==> src/rtl/param_sync_fifo_pkg.sv <==
// Shared helpers for param_sync_fifo: pointer/level width calculation and
// the wrap-around pointer increment that keeps non-power-of-two depths legal.
package fifo_pkg;

    localparam int unsigned MIN_DEPTH = 32'd2;

    function automatic int unsigned ptr_w(input int unsigned depth);
        return (depth > 32'd1) ? $clog2(depth) : 32'd1;
    endfunction

    function automatic int unsigned lvl_w(input int unsigned depth);
        return $clog2(depth + 32'd1);
    endfunction

    // Explicit compare against depth-1 rather than relying on binary overflow
    function automatic int unsigned ptr_next(input int unsigned ptr, input int unsigned depth);
        return (ptr == depth - 32'd1) ? 32'd0 : ptr + 32'd1;
    endfunction

endpackage

==> src/rtl/param_sync_fifo_wrap_ptr.sv <==
// Wrap-around FIFO pointer: PTR_W-bit counter with clear and enable that
// returns to zero after DEPTH-1.
module fifo_wrap_ptr
    import fifo_pkg::*;
#(
    parameter int unsigned DEPTH = 4,
    parameter int unsigned PTR_W = ptr_w(DEPTH)
) (
    input  logic             clk,
    input  logic             rst,
    input  logic             clr_i,
    input  logic             en_i,
    output logic [PTR_W-1:0] ptr_o
);

    logic [PTR_W-1:0] ptr_q;
    logic [PTR_W-1:0] ptr_d;

    // Next pointer: clear wins over advance
    always_comb begin
        ptr_d = ptr_q;
        if (clr_i) begin
            ptr_d = '0;
        end else if (en_i) begin
            ptr_d = PTR_W'(ptr_next(32'(ptr_q), DEPTH));
        end else begin
            ptr_d = ptr_q;
        end
    end

    // Pointer register with synchronous reset
    always_ff @(posedge clk) begin
        if (rst) begin
            ptr_q <= '0;
        end else begin
            ptr_q <= ptr_d;
        end
    end

    assign ptr_o = ptr_q;

endmodule

==> src/rtl/param_sync_fifo.sv <==
// Parametrised single-clock FIFO with valid/ready handshakes, show-ahead read
// data, level and threshold flags. Define PARAM_SYNC_FIFO_ERR_EN for sticky ovf/udf.
module param_sync_fifo
    import fifo_pkg::*;
#(
    parameter int unsigned DATA_W    = 8,
    parameter int unsigned DEPTH     = 4,
    parameter int unsigned AF_THRESH = DEPTH - 1,
    parameter int unsigned AE_THRESH = 1
) (
    input  logic                      clk,
    input  logic                      rst,
    input  logic                      flush,
    input  logic                      wr_valid,
    output logic                      wr_ready,
    input  logic [DATA_W-1:0]         wr_data,
    output logic                      rd_valid,
    input  logic                      rd_ready,
    output logic [DATA_W-1:0]         rd_data,
    output logic [lvl_w(DEPTH)-1:0]   level,
    output logic                      full,
    output logic                      empty,
    output logic                      half_full,
    output logic                      almost_full,
    output logic                      almost_empty
`ifdef PARAM_SYNC_FIFO_ERR_EN
    ,
    output logic                      ovf,
    output logic                      udf
`endif
);

    localparam int unsigned LVL_W = lvl_w(DEPTH);
    localparam int unsigned PTR_W = ptr_w(DEPTH);

    logic [DATA_W-1:0] mem_q [DEPTH];
    logic [LVL_W-1:0]  level_q;
    logic [LVL_W-1:0]  level_d;
    logic [PTR_W-1:0]  wr_ptr_s;
    logic [PTR_W-1:0]  rd_ptr_s;
    logic              push_s;
    logic              pop_s;

    assign full         = (level_q == LVL_W'(DEPTH));
    assign empty        = (level_q == LVL_W'(0));
    assign half_full    = (level_q >= LVL_W'(DEPTH / 32'd2));
    assign almost_full  = (level_q >= LVL_W'(AF_THRESH));
    assign almost_empty = (level_q <= LVL_W'(AE_THRESH));
    assign level        = level_q;

    assign wr_ready = !full;
    assign rd_valid = !empty;
    assign push_s   = wr_valid && wr_ready;
    assign pop_s    = rd_valid && rd_ready;
    assign rd_data  = empty ? '0 : mem_q[rd_ptr_s];

    fifo_wrap_ptr #(.DEPTH(DEPTH), .PTR_W(PTR_W)) u_wr_ptr (
        .clk   (clk),
        .rst   (rst),
        .clr_i (flush),
        .en_i  (push_s),
        .ptr_o (wr_ptr_s)
    );

    fifo_wrap_ptr #(.DEPTH(DEPTH), .PTR_W(PTR_W)) u_rd_ptr (
        .clk   (clk),
        .rst   (rst),
        .clr_i (flush),
        .en_i  (pop_s),
        .ptr_o (rd_ptr_s)
    );

    // Next fill level; flush discards any same-cycle push or pop
    always_comb begin
        level_d = level_q;
        if (flush) begin
            level_d = '0;
        end else begin
            case ({push_s, pop_s})
                2'b10:   level_d = level_q + LVL_W'(1);
                2'b01:   level_d = level_q - LVL_W'(1);
                default: level_d = level_q;
            endcase
        end
    end

    // Level register
    always_ff @(posedge clk) begin
        if (rst) begin
            level_q <= '0;
        end else begin
            level_q <= level_d;
        end
    end

    // Storage array, intentionally not reset
    always_ff @(posedge clk) begin
        if (push_s && !flush && !rst) begin
            mem_q[wr_ptr_s] <= wr_data;
        end
    end

`ifdef PARAM_SYNC_FIFO_ERR_EN
    logic ovf_q;
    logic udf_q;

    // Sticky overflow/underflow, cleared only by reset or flush
    always_ff @(posedge clk) begin
        if (rst || flush) begin
            ovf_q <= 1'b0;
            udf_q <= 1'b0;
        end else begin
            ovf_q <= ovf_q | (wr_valid & ~wr_ready);
            udf_q <= udf_q | (rd_ready & ~rd_valid);
        end
    end

    assign ovf = ovf_q;
    assign udf = udf_q;
`endif

endmodule
==> config.mk <==
export PLATFORM = sky130hd
export DESIGN_NAME = param_sync_fifo
export DESIGN_NICKNAME = d
export VERILOG_FILES = /design/src/rtl/param_sync_fifo_pkg.sv /design/src/rtl/param_sync_fifo_wrap_ptr.sv /design/src/rtl/param_sync_fifo.sv
export SDC_FILE = /design/constraint.sdc
export NUM_CORES = 1
export LEC_CHECK = 0
export CELL_PAD_IN_SITES_DETAIL_PLACEMENT = 2
export CELL_PAD_IN_SITES_GLOBAL_PLACEMENT = 2
export CORE_ASPECT_RATIO = 0.6
export CORE_MARGIN = 5
export CORE_UTILIZATION = 33
export CTS_CLUSTER_DIAMETER = 120
export DETAILED_ROUTE_END_ITERATION = 7
export PLACE_DENSITY_LB_ADDON = 0.12
export SYNTH_ARGS = -nofsm -noshare
export SYNTH_HDL_FRONTEND = slang
export SYNTH_HIERARCHICAL = 1
export SYNTH_SLANG_ARGS = --single-unit
==> constraint.sdc <==
create_clock -name clk -period 2.3 [get_ports clk]
set_clock_uncertainty 0.05 [all_clocks]
set_input_delay 0.345 -clock clk [delete_from_list [all_inputs] [get_ports clk]]
set_output_delay 0.345 -clock clk [all_outputs]
set_load 0.01 [all_outputs]
# After elaboration in Yosys (flattened, before gate mapping)
# Memory sizes are Yosys's and may differ from the RTL's. A register that Yosys moved wholly into a read port is not among the register bits.
# Index checks and enable logic that the tools add are counted.
[totals] in_bits=13 mem_count=1 ff_bits=7 elab_cells=35 ram_bits=32
[memory_table] memory="mem_q" words=4 word_bits=8 rd=1 rd_clocked_by_memory_dff=1 write_ports=1 line="param_sync_fifo.sv:36" rtl="logic [DATA_W-1:0] mem_q [DEPTH];"
[classes] addsub=4 n_eq_ne=5 magnitude_cmp=3 muxes=8 reduce_logical=11
[ops] operator="$mux 2" count=4
[ops] operator="$mux 8" count=1
[ops] operator="$eq 2x2->1 const B" count=3
[ops] operator="$ge 3x2->1 const B" count=2
[ops] operator="$pmux 3 s2" count=1
[ops] operator="$add 2x1->2 const B" count=2
[ops] operator="$logic_and 1x1->1" count=4
[ops] operator="$logic_not 1->1" count=4
[ops] operator="$add 3x1->3 const B" count=1
[ops] operator="$eq 3x3->1 const B" count=1
[ops] operator="$le 3x1->1 const B" count=1
[ops] operator="$logic_not 3->1" count=1
[ops] operator="$sub 3x1->3 const B" count=1
[ops] operator="$eq 2x1->1 const B" count=1
[ops] operator="$mux 1" count=2
[ops] operator="$reduce_bool 2->1" count=1
[ops] operator="$reduce_or 2->1" count=1

# Depth between registers and ports, before layout
# Gate-level depths: netlist of run 1.
[logic_depth] ltp_word=7 ltp_mapped=9

# Hierarchy
# The synthesis of run 1 kept the hierarchy.
[modules_own_cells] mod="param_sync_fifo" cells_per_inst=94 area_each_um2=1599.0 instances=1 seq_area_each_um2=1021.0
[modules_own_cells] mod="fifo_wrap_ptr" cells_per_inst=8 area_each_um2=95.1 instances=2 seq_area_each_um2=40.0

# Worst setup path before layout of run 1
# No wires, ideal clock.
[synth_path] kind="register to register" startpoint="register level_q[0], in the netlist level[0]" endpoint="memory mem_q[0][0], enable pin" t_required_ns=1.852 path_slack_ns=-0.149 period_less_slack_ns=2.449 arrival_ns=2.001 setup_ns=0.398 path_stages_with_launch=6 path_cell_list="dfxtp_1 -> inv_1 -> ha_1 -> nand2_1 -> nand2_1 -> nor4b_1"
[synth_between] elab_chain_len=7
[synth_lines] element="start, declared" line="param_sync_fifo.sv:37" rtl="logic [LVL_W-1:0] level_q;"
[synth_lines] element="start signal, assigned" line="param_sync_fifo.sv:92" rtl="level_q <= level_d;"
[synth_lines] element="$eq 3x3->1" line="param_sync_fifo.sv:44" rtl="assign full = (level_q == LVL_W'(DEPTH));"
[synth_lines] element="$logic_not 1->1" line="param_sync_fifo.sv:51" rtl="assign wr_ready = !full;"
[synth_lines] element="via wr_ready" line="param_sync_fifo.sv:15" rtl="output logic wr_ready,"
[synth_lines] element="$logic_and 1x1->1" line="param_sync_fifo.sv:53" rtl="assign push_s = wr_valid && wr_ready;"
[synth_lines] element="$logic_and 1x1->1 (2 in series)" line="param_sync_fifo.sv:98" rtl="if (push_s && !flush && !rst) begin"
[synth_lines] element="$mux 1" line="param_sync_fifo.sv:98"
[synth_lines] element="$mux 1 (implied by the code)" line="param_sync_fifo.sv:99" rtl="mem_q[wr_ptr_s] <= wr_data;"
[synth_lines] element="end, declared" line="param_sync_fifo.sv:36"
# The timed path passes the listed nets, and every way through them passes these cells.

# Worst setup path in the final report of run 1
[layout_path] startpoint="register level_q[1], in the netlist level[1]" endpoint="register level_q[1], in the netlist level[1]"
[layout_between] elab_chain_len=5
[layout_lines] element="$logic_not 3->1 *" line="param_sync_fifo.sv:45" rtl="assign empty = (level_q == LVL_W'(0));"
[layout_lines] element="$logic_not 1->1 *" line="param_sync_fifo.sv:52" rtl="assign rd_valid = !empty;"
[layout_lines] element="$logic_and 1x1->1 *" line="param_sync_fifo.sv:54" rtl="assign pop_s = rd_valid && rd_ready;"
[layout_lines] element="via pop_s" line="param_sync_fifo.sv:42" rtl="logic pop_s;"
[layout_lines] element="$eq 2x1->1 or $eq 2x2->1 (tied branches)" line="param_sync_fifo.sv:79" rtl="case ({push_s, pop_s})"
[layout_lines] element="$pmux 3 s2 or $reduce_bool 2->1 (tied branches)"
# The timed path passes the listed nets; every way through them passes the cells marked *.
# A chain may end at the register's enable or synchronous reset.

==> results of run 1 <==
flip-flops by register name, summed over array words and instances, names as in the netlist:
name	count
u_wr_ptr/ptr_o	2
level	3
mem_q	32
u_rd_ptr/ptr_o	2
per-layer routing:
| layer | vias up | GRT usage (%) | wire, microns |
|---|---|---|---|
| met2 | 17 | 22.3 | 2100 |
| met4 | 0 | 3.35 | 38 |
| met1 | 563 | 16.7 | 1970 |
| met5 | - | 0 | 0 |
| li1 | 501 | - | - |
| met3 | 6 | 5.03 | 209 |
layout make-up:
class	count	area share, %
flip-flops and latches	39	46.9
multi-input cells	61	27.2
repair buffers	42	17.4
well taps	66	3.51
clock buffers	5	2.92
inverters	7	1.12
clock inverters	3	1.01
what timing repair did:
item,CTS,global route
gates resized for setup,12,3
gates cloned,0,0
endpoints found under the setup margin,10,3
worst paths after layout:
kind / to / slack (ns) / depth (start not counted)
hold reg to reg: u_wr_ptr/ptr_o[0]$_SDFFE_PP0P_ / 0.52 / 2
hold / removal: u_wr_ptr/ptr_o[0]$_SDFFE_PP0P_ / 0.52 / 2
setup reg to reg: level[1]$_SDFFE_PP0P_ / 0.12 / 9
setup / recovery: level[1]$_SDFFE_PP0P_ / 0.12 / 9
logic make-up (layout without fill, tap and decap cells):
group,Yosys count,in the layout,synth area share [%]
DFF,39,39,61.5
and+or+nand+nor,32,32,13.7
muxes,10,10,11.2
buffers and inverters,10,57,2.80
adders and majority gates,9,9,6.29
AOI/OAI and AO/OA,8,8,3.50
xor gates and xnor gates,2,2,0.979
tightest hold or removal path: cells and delay by family, from the launching register on:
family           cells  cell delay [ns]
flip-flops           1             0.37
AND/OR/NAND/NOR      1             0.10
AO/OA/AOI/OAI        1             0.06
through the flow:
stage	area, sq um	total power [uW]
after floorplan	1790	908
final	2350	1490
after global routing	2350	1570
after global placement	2260	1030
after detailed placement	2260	1040
after CTS	2350	1510
placed cells by master (no fill, tap or decap), drive strengths merged, types with 2 or more instances in the layout:
cell type      count
edfxtp            32
clkdlybuf4s50     19
buf               12
nor2b             11
ha                 9
dlygate4sd2        9
mux4               8
inv                8
nor2               7
dfxtp              7
clkbuf             5
nor3               4
nand2              2
nor4b              2
o21ai              2
xor2               2
clkinvlp           2
dlymetal6s2s       2
mux2i              2
or3b               2
nand2b             2
a211oi             2
power groups by stage:
stage / clock [uW] / combinational (uW) / sequential [uW]
2_1_floorplan: 0 / 111 / 797
3_3_place_gp: 0 / 234 / 795
3_5_place_dp: 0 / 246 / 797
4_1_cts: 491 / 237 / 781
5_1_grt: 537 / 252 / 782
6_report: 474 / 232 / 781
==> summary.md, run 1 <==
| Metric | Value |
|---|---|
| Fmax | 0.459 GHz |
| Row Count | 20 |
| Switch Pwr | 377 uW |
| Synth top area cells | edfxtp_1 (54%), mux4_2 (10%), dfxtp_1 (7.8%) |
| Slowest cell delay on critical path | 0.39 ns |
| Die width | 105 microns |
| Worst-Margin Slew | 0.481 ns |
| Most used cell, CP | ha_1 |
| Post-Syn Instances | 110 |
| Sequential power share | 52.5% |
| Logic pwr share | 15.6% |
| Status | finished clean |
| DIE AREA | 0.00704 sq mm |
| Critical path required time | 2.41 ns |
| Final core occ | 45.7% |
| Crit path from | level[1]$_SDFFE_PP0P_ |
| Synth unique cells | 28 |
| Final period utilization | 94.7% |
| Pwr dens | 632 mW/mm^2 |
| # DRC | 0 |
| Hold WS | 0.524 ns |
| Die Y | 67.0 microns |
| Pins over their slew limit | 0 |
| Share of post-route cells with drive strength above 1 | 27.4% |
| DP HPWL | 3.29 mm |
| Area of the multi-input gates | 639 sq um |
| Hold wc startpoint | u_wr_ptr/ptr_o[0]$_SDFFE_PP0P_ |
| Setup Buffers After CTS | 0 |
| Longest Clk Path Bufs | 2 |
| GPL Wtd Cong | 0.738 |
| Via-to-Cell Ratio | 4.87 |
| Grt total ovfl | 0 |
| Slowest-stage cell, CP | dfxtp_2 |
| Largest net degree at the start of global routing | 15 |
| Initial DRC Count | 58 |
| Clock tree root driver cell | clkbuf_8 |
| Post-synth EDFFs | 32 |
| Syn Nets | 132 |
| Share of async-settable or async-resettable flops after synthesis | 0% |
| Post-synthesis average cell area | 16.3 sq um |
| Total GRT Usage | 13.4% |
| Number of global-route vias before repair | 1,249 |
| Initial Util | 34.7% |
| Per-cell routed wire length | 19.4 microns |
| Sink Count | 39 |
| CTS Hold Buffers Added | 0 |
| Synth top cells by count | edfxtp_1 (32), ha_1 (9), mux4_2 (8), nor2b_4 (8) |
| Seq/Total Area, Yosys | 61.5% |
| Period minus WS final | 2.18 ns |
| Switching fraction of total power | 25.3% |
| Yosys top cell area share | 53.7% |
| Max Cap Viol | 0 |
| Nets | 178 |
| Headroom to the max-slew limit | 67.9% |
| Placeable Area | 0.00515 sq mm |
| Post-Place Cells | 215 |
| Worst Setup End Kind | register |
| Place WS | 0.0909 ns |
| Final non-filler cell total | 223 |
| Seq cells post-synth | 39 |
| H-tree Lvls | 2 |
| Crit-path cells | inv_1 -> ha_1 -> nor2b_2 -> buf_12 -> nor2b_1 -> ha_1 -> xor2_1 -> nor2_1 -> a2111oi_1 |
| I/O pins | 31 |
| YS warnings | 6 |
| Fillers | 491 |
| Setup TNS after final layout | 0 ns |
| Vias | 1,087 |
| CP startpoint kind | register |
| Crit path max-delay family | adder cells |
| Final Hold Vio Count | 0 |
| WP buf/inv | 2 |
| CTS tree | yes |
| Leakage | 0.000895 uW |
| DRT antenna net count | 0 |
| Clock network power share | 31.9% |
| First-pass GRT wire length | 6.92 mm |
| CP max FO | 11 |
| DRT Pass-1 Iters | 3 |
| CTS clk-pin slew, worst paths | 0.09 ns |
| Most common flop cell mapped by yosys | edfxtp_1 |
| HP Class | reg2reg |
| ANT cells | 0 |
| Reg area | 0.00110 sq mm |
| Final setup fails | 0 |
| Top-count cell post-synth | edfxtp_1 |
| Critical path data arrival time | 2.29 ns |
| Port Buffers | 30 |
| Num CTS Buffers | 5 |
| Synthesized cell area | 0.00179 sq mm |
| Setup ws final | 0.121 ns |
| VDD IR-drop max | 0.000365 V |
| Internal power | 1110 uW |
| Critical path type | reg2reg |
| Area grow syn2layout | 31.5% |
| Critical register-to-register path startpoint | level[1]$_SDFFE_PP0P_ |
| Skew-Pair Late Insertion Delay | 0.30 ns |
| Initial antenna violation count | 0 |
| Cell taking the most area after synthesis | edfxtp_1 |
| Routed wire length | 4.32 mm |
Note: power is estimated with default switching activity, not from simulation.
==> run 2, diff against run 1 <==
CORE_MARGIN = default   (was 5)
==> summary.md, run 2 (same netlist as run 1, synthesis figures left out) <==
| Metric | Value |
|---|---|
| Most frequent cells in the layout | edfxtp_1 (32), clkdlybuf4s50_1 (22), buf_4 (12) |
| Pwr dens | 619 mW/mm^2 |
| CTS clk-pin slew, worst paths | 0.07 ns |
| Routed wire length | 4.23 mm |
| Row Count | 20 |
| Placeable Area | 0.00513 sq mm |
| Pins over their slew limit | 0 |
| Sequential power share | 52.5% |
| First-pass GRT wire length | 6.82 mm |
| DIE AREA | 0.00573 sq mm |
| Clock network power share | 30.3% |
| CTS tree | yes |
| Final period utilization | 96.5% |
| Sink Count | 39 |
| Final core occ | 46.8% |
| GPL Wtd Cong | 0.680 |
| DP HPWL | 2.99 mm |
| WP buf/inv | 2 |
| Internal power | 1120 uW |
| Period minus WS final | 2.22 ns |
| Initial antenna violation count | 0 |
| Slowest-stage cell, CP | clkdlybuf4s50_1 |
| Num CTS Buffers | 5 |
| H-tree Lvls | 2 |
| Via-to-Cell Ratio | 4.82 |
| Crit path max-delay family | buffers and inverters |
| Critical register-to-register path startpoint | level[0]$_SDFFE_PP0P_ |
| Largest net degree at the start of global routing | 13 |
| DRT Pass-1 Iters | 4 |
| Commonest non-fill, non-tap cell in the layout | edfxtp_1 |
| I/O pins | 31 |
| Fillers | 474 |
| Crit-path cells | buf_4 -> ha_1 -> ha_1 -> nor2_1 -> o21ai_0 -> clkdlybuf4s50_1 |
| Critical path type | reg2out |
| Longest Clk Path Bufs | 2 |
| Skew-Pair Late Insertion Delay | 0.29 ns |
| Switching fraction of total power | 24.4% |
| Register-to-Register Path Depth | 9 |
| Crit path from | level[0]$_SDFFE_PP0P_ |
| Final setup fails | 0 |
| Initial Util | 34.9% |
| Vias | 1,095 |
| Initial DRC Count | 27 |
| Max Cap Viol | 0 |
| Share of post-route cells with drive strength above 1 | 30.4% |
| Total GRT Usage | 16.3% |
| Final Hold Vio Count | 0 |
| HP Class | reg2reg |
| Design Area, Final | 0.00240 sq mm |
| Worst path depth | 6 |
| Die Y | 59.0 microns |
| Switch Pwr | 362 uW |
| Hold wc startpoint | u_wr_ptr/ptr_o[0]$_SDFFE_PP0P_ |
| Die width | 97.1 microns |
| Area grow syn2layout | 34.1% |
| RSZ-0062 raised after global routing | false |
| Slowest cell delay on critical path | 0.50 ns |
| CP max FO | 4 |
| Leakage | 0.000904 uW |
| Dpl cell area | 0.00228 sq mm |
| Status | finished clean |
| Max reg flops | 32 |
| Logic pwr share | 17.2% |
| Clock tree root driver cell | clkbuf_8 |
| Number of global-route vias before repair | 1,236 |
| Worst Setup End Kind | output pin |
| Most used cell, CP | ha_1 |
| Per-cell routed wire length | 18.6 microns |
| Grt total ovfl | 0 |
| Headroom to the max-slew limit | 74.9% |
| CP startpoint kind | register |
| DRT antenna net count | 0 |
| Hold Crit Depth | 2 |
| Port Buffers | 30 |
| # DRC | 0 |
| Worst-Margin Slew | 0.367 ns |
| Biggest register | mem_q |
| Fmax | 0.451 GHz |
| VDD IR-drop max | 0.000207 V |
| ANT cells | 0 |
| Critical path data arrival time | 1.82 ns |
| Nets | 182 |
| Critical path required time | 1.90 ns |
-- run 2: timing repair --
action	CTS	global route
hold buffers	0	0
buffers inserted	0	4
endpoints found under the setup margin	9	5
gates resized for setup	12	2
-- run 2: area by class of cell --
cell class                      count  area (sq um)  share of cell area, %
Timing Repair Buffer               46           460                   19.2
Multi-Input combinational cell     61           638                   26.6
Inverter                            7          26.3                   1.09
Clock buffer                        5          68.8                   2.87
Sequential cell                    39          1110                   46.2
Clock inverter                      3          15.0                  0.626
Tap cell                           66          82.6                   3.44
-- run 2: per-stage QoR --
step | instances | power (uW) | hold WS [ns] | TNS (ns) | setup slack (ns)
finish | 227 | 1480 | 0.516 | 0 | 0.0814
detailed placement | 215 | 1040 | 0.512 | 0 | 0.183
CTS | 223 | 1480 | 0.524 | 0 | 0.000326
global placement | 215 | 1030 | 0.500 | 0 | 0.230
global route | 227 | 1560 | 0.548 | 0 | 0.00453
floorplan | 110 | 908 | 0.360 | -2.38 | -0.149
-- run 2: worst paths after layout --
| kind | endpoint | slack, ns |
|---|---|---|
| min reg2reg | u_wr_ptr/ptr_o[0]$_SDFFE_PP0P_ | 0.52 |
| min | u_wr_ptr/ptr_o[0]$_SDFFE_PP0P_ | 0.52 |
| max reg2reg | level[1]$_SDFFE_PP0P_ | 0.26 |
| max | almost_full | 0.08 |
-- run 2: worst min-delay path: stages (launching register included) --
cell and delay, ns:
dfxtp_1 0.36, nand2b_1 0.10, a211oi_2 0.06
-- run 2: metal layers --
metal  track usage, %  vias to the layer above  routed length (microns)
met5                0                        -                        0
met4             4.48                        0                       45
met3             4.60                        7                      136
met2             25.3                       16                     1910
met1             22.7                      559                     2140
li1                 -                      513                        -
-- run 2: power groups by stage --
stage / combinational [uW] / clock [uW] / sequential [uW]
6_report: 255 / 450 / 780
5_1_grt: 275 / 500 / 782
3_3_place_gp: 235 / 0 / 795
2_1_floorplan: 111 / 0 / 797
3_5_place_dp: 241 / 0 / 797
4_1_cts: 234 / 467 / 780
==> run 3, diff against run 2 <==
REMOVE_ABC_BUFFERS = 1   (was default)
==> summary.md, run 3 (same netlist as run 1, synthesis figures left out) <==
| Metric | Value |
|---|---|
| # DRC | 0 |
| Biggest register | mem_q |
| Pins over their slew limit | 0 |
| Vias | 1,088 |
| Final Hold Vio Count | 0 |
| Setup Buffers After CTS | 0 |
| Final setup fails | 0 |
| H-tree Lvls | 2 |
| Commonest non-fill, non-tap cell in the layout | edfxtp_1 |
| DRT antenna net count | 0 |
| Placeable Area | 0.00513 sq mm |
| Critical path type | reg2out |
| Largest net degree at the start of global routing | 13 |
| Crit path from | level[0]$_SDFFE_PP0P_ |
| Slowest-stage cell, CP | clkdlybuf4s50_1 |
| Sink Count | 39 |
| First-pass GRT wire length | 6.42 mm |
| Slowest cell delay on critical path | 0.48 ns |
| Initial antenna violation count | 0 |
| Total GRT Usage | 15.8% |
| Worst-Margin Slew | 0.318 ns |
| Initial DRC Count | 71 |
| Nets | 178 |
| Reg area | 0.00110 sq mm |
| Die width | 97.1 microns |
| Max reg flops | 32 |
| I/O pins | 31 |
| Status | finished clean |
| Leakage | 0.000876 uW |
| Critical register-to-register path startpoint | level[0]$_SDFFE_PP0P_ |
| Initial Util | 34.9% |
| CP startpoint kind | register |
| Via-to-Cell Ratio | 4.88 |
| Fillers | 497 |
| DIE AREA | 0.00573 sq mm |
| CTS tree | yes |
| Critical path data arrival time | 1.79 ns |
| Num CTS Buffers | 5 |
| Per-cell routed wire length | 18.3 microns |
| CTS clk-pin slew, worst paths | 0.08 ns |
| ANT cells | 0 |
| Worst Setup End Kind | output pin |
| Pwr dens | 621 mW/mm^2 |
| VDD IR-drop max | 0.000261 V |
| Most frequent cells in the layout | edfxtp_1 (32), clkdlybuf4s50_1 (20), buf_4 (11) |
| Routed wire length | 4.09 mm |
| Number of global-route vias before repair | 1,161 |
| Critical path required time | 1.90 ns |
| Crit-path cells | buf_4 -> ha_1 -> ha_1 -> nor2_1 -> o21ai_0 -> clkdlybuf4s50_1 |
| Fmax | 0.458 GHz |
| GPL Wtd Cong | 0.696 |
| Die Y | 59.0 microns |
| Hold wc startpoint | u_wr_ptr/ptr_o[0]$_SDFFE_PP0P_ |
| Final core occ | 45.7% |
| RSZ-0062 raised after global routing | false |
| Most used cell, CP | ha_1 |
| Share of post-route cells with drive strength above 1 | 28.0% |
| DRT Pass-1 Iters | 4 |
| Clock tree root driver cell | clkbuf_8 |
| DP HPWL | 3.11 mm |
| Row Count | 20 |
| Area of the multi-input gates | 651 sq um |
| Skew-Pair Late Insertion Delay | 0.29 ns |
| Longest Clk Path Bufs | 2 |
| Port Buffers | 30 |
| Tot Pwr | 1450 uW |
| HP Class | reg2reg |
| Grt total ovfl | 0 |
| CP max FO | 4 |
| Area grow syn2layout | 30.9% |
| Period minus WS final | 2.18 ns |
| Max Cap Viol | 0 |
| Final period utilization | 95.0% |
| Headroom to the max-slew limit | 78.2% |
[run 3: metal layers]
layer	part of all wire, %	vias up	wire, microns	GRT usage, %
li1	-	508	-	-
met1	47	550	1910	21.0
met2	48	25	1950	25.1
met3	4.5	5	185	4.83
met4	0.98	0	40	5.12
met5	0	-	0	0
[run 3: worst paths after layout]
check                                         to  slack, ns  depth (start not counted)
setup / recovery                     almost_full       0.12                          6
hold / removal    u_wr_ptr/ptr_o[0]$_SDFFE_PP0P_       0.55                          2
setup reg to reg           level[1]$_SDFFE_PP0P_       0.26                          9
hold reg to reg   u_wr_ptr/ptr_o[0]$_SDFFE_PP0P_       0.55                          2
[run 3: power breakdown]
part,internal (uW),switching (uW)
clock network,212,237
logic,118,106
registers,774,7.63
total,1100,350
[run 3: final cells by class]
cell class | instances | area share (%)
Clock inverter | 2 | 0.534
Multi-Input combinational cell | 61 | 27.8
Tap cell | 66 | 3.53
Clock buffer | 6 | 3.10
Timing Repair Buffer | 42 | 16.8
Inverter | 7 | 1.12
Sequential cell | 39 | 47.1
[run 3: timing repair]
action / in CTS / in global routing
hold buffers: 0 / 0
setup endpoints to repair: 10 / 1
resized for setup: 12 / 1
[run 3: critical path: cells and delay by family, from the launching register on]
family	cells	cell delay (ns)
AOI/OAI and AO/OA	1	0.08
adders and majority gates	2	0.37
buffers and inverters	2	0.63
DFF	1	0.33
and+or+nand+nor	1	0.07
[run 3: stage by stage]
| step | std cells | setup TNS (ns) | hold slack [ns] | instance area (sq um) | worst slack [ns] |
|---|---|---|---|---|---|
| CTS | 223 | 0 | 0.561 | 2340 | 0.0498 |
| detailed placement | 215 | 0 | 0.550 | 2260 | 0.208 |
| finish | 223 | 0 | 0.548 | 2340 | 0.116 |
| global route | 223 | 0 | 0.599 | 2340 | 0.0439 |
| global placement | 215 | 0 | 0.521 | 2260 | 0.277 |
| floorplan | 107 | -2.87 | 0.360 | 1770 | -0.192 |
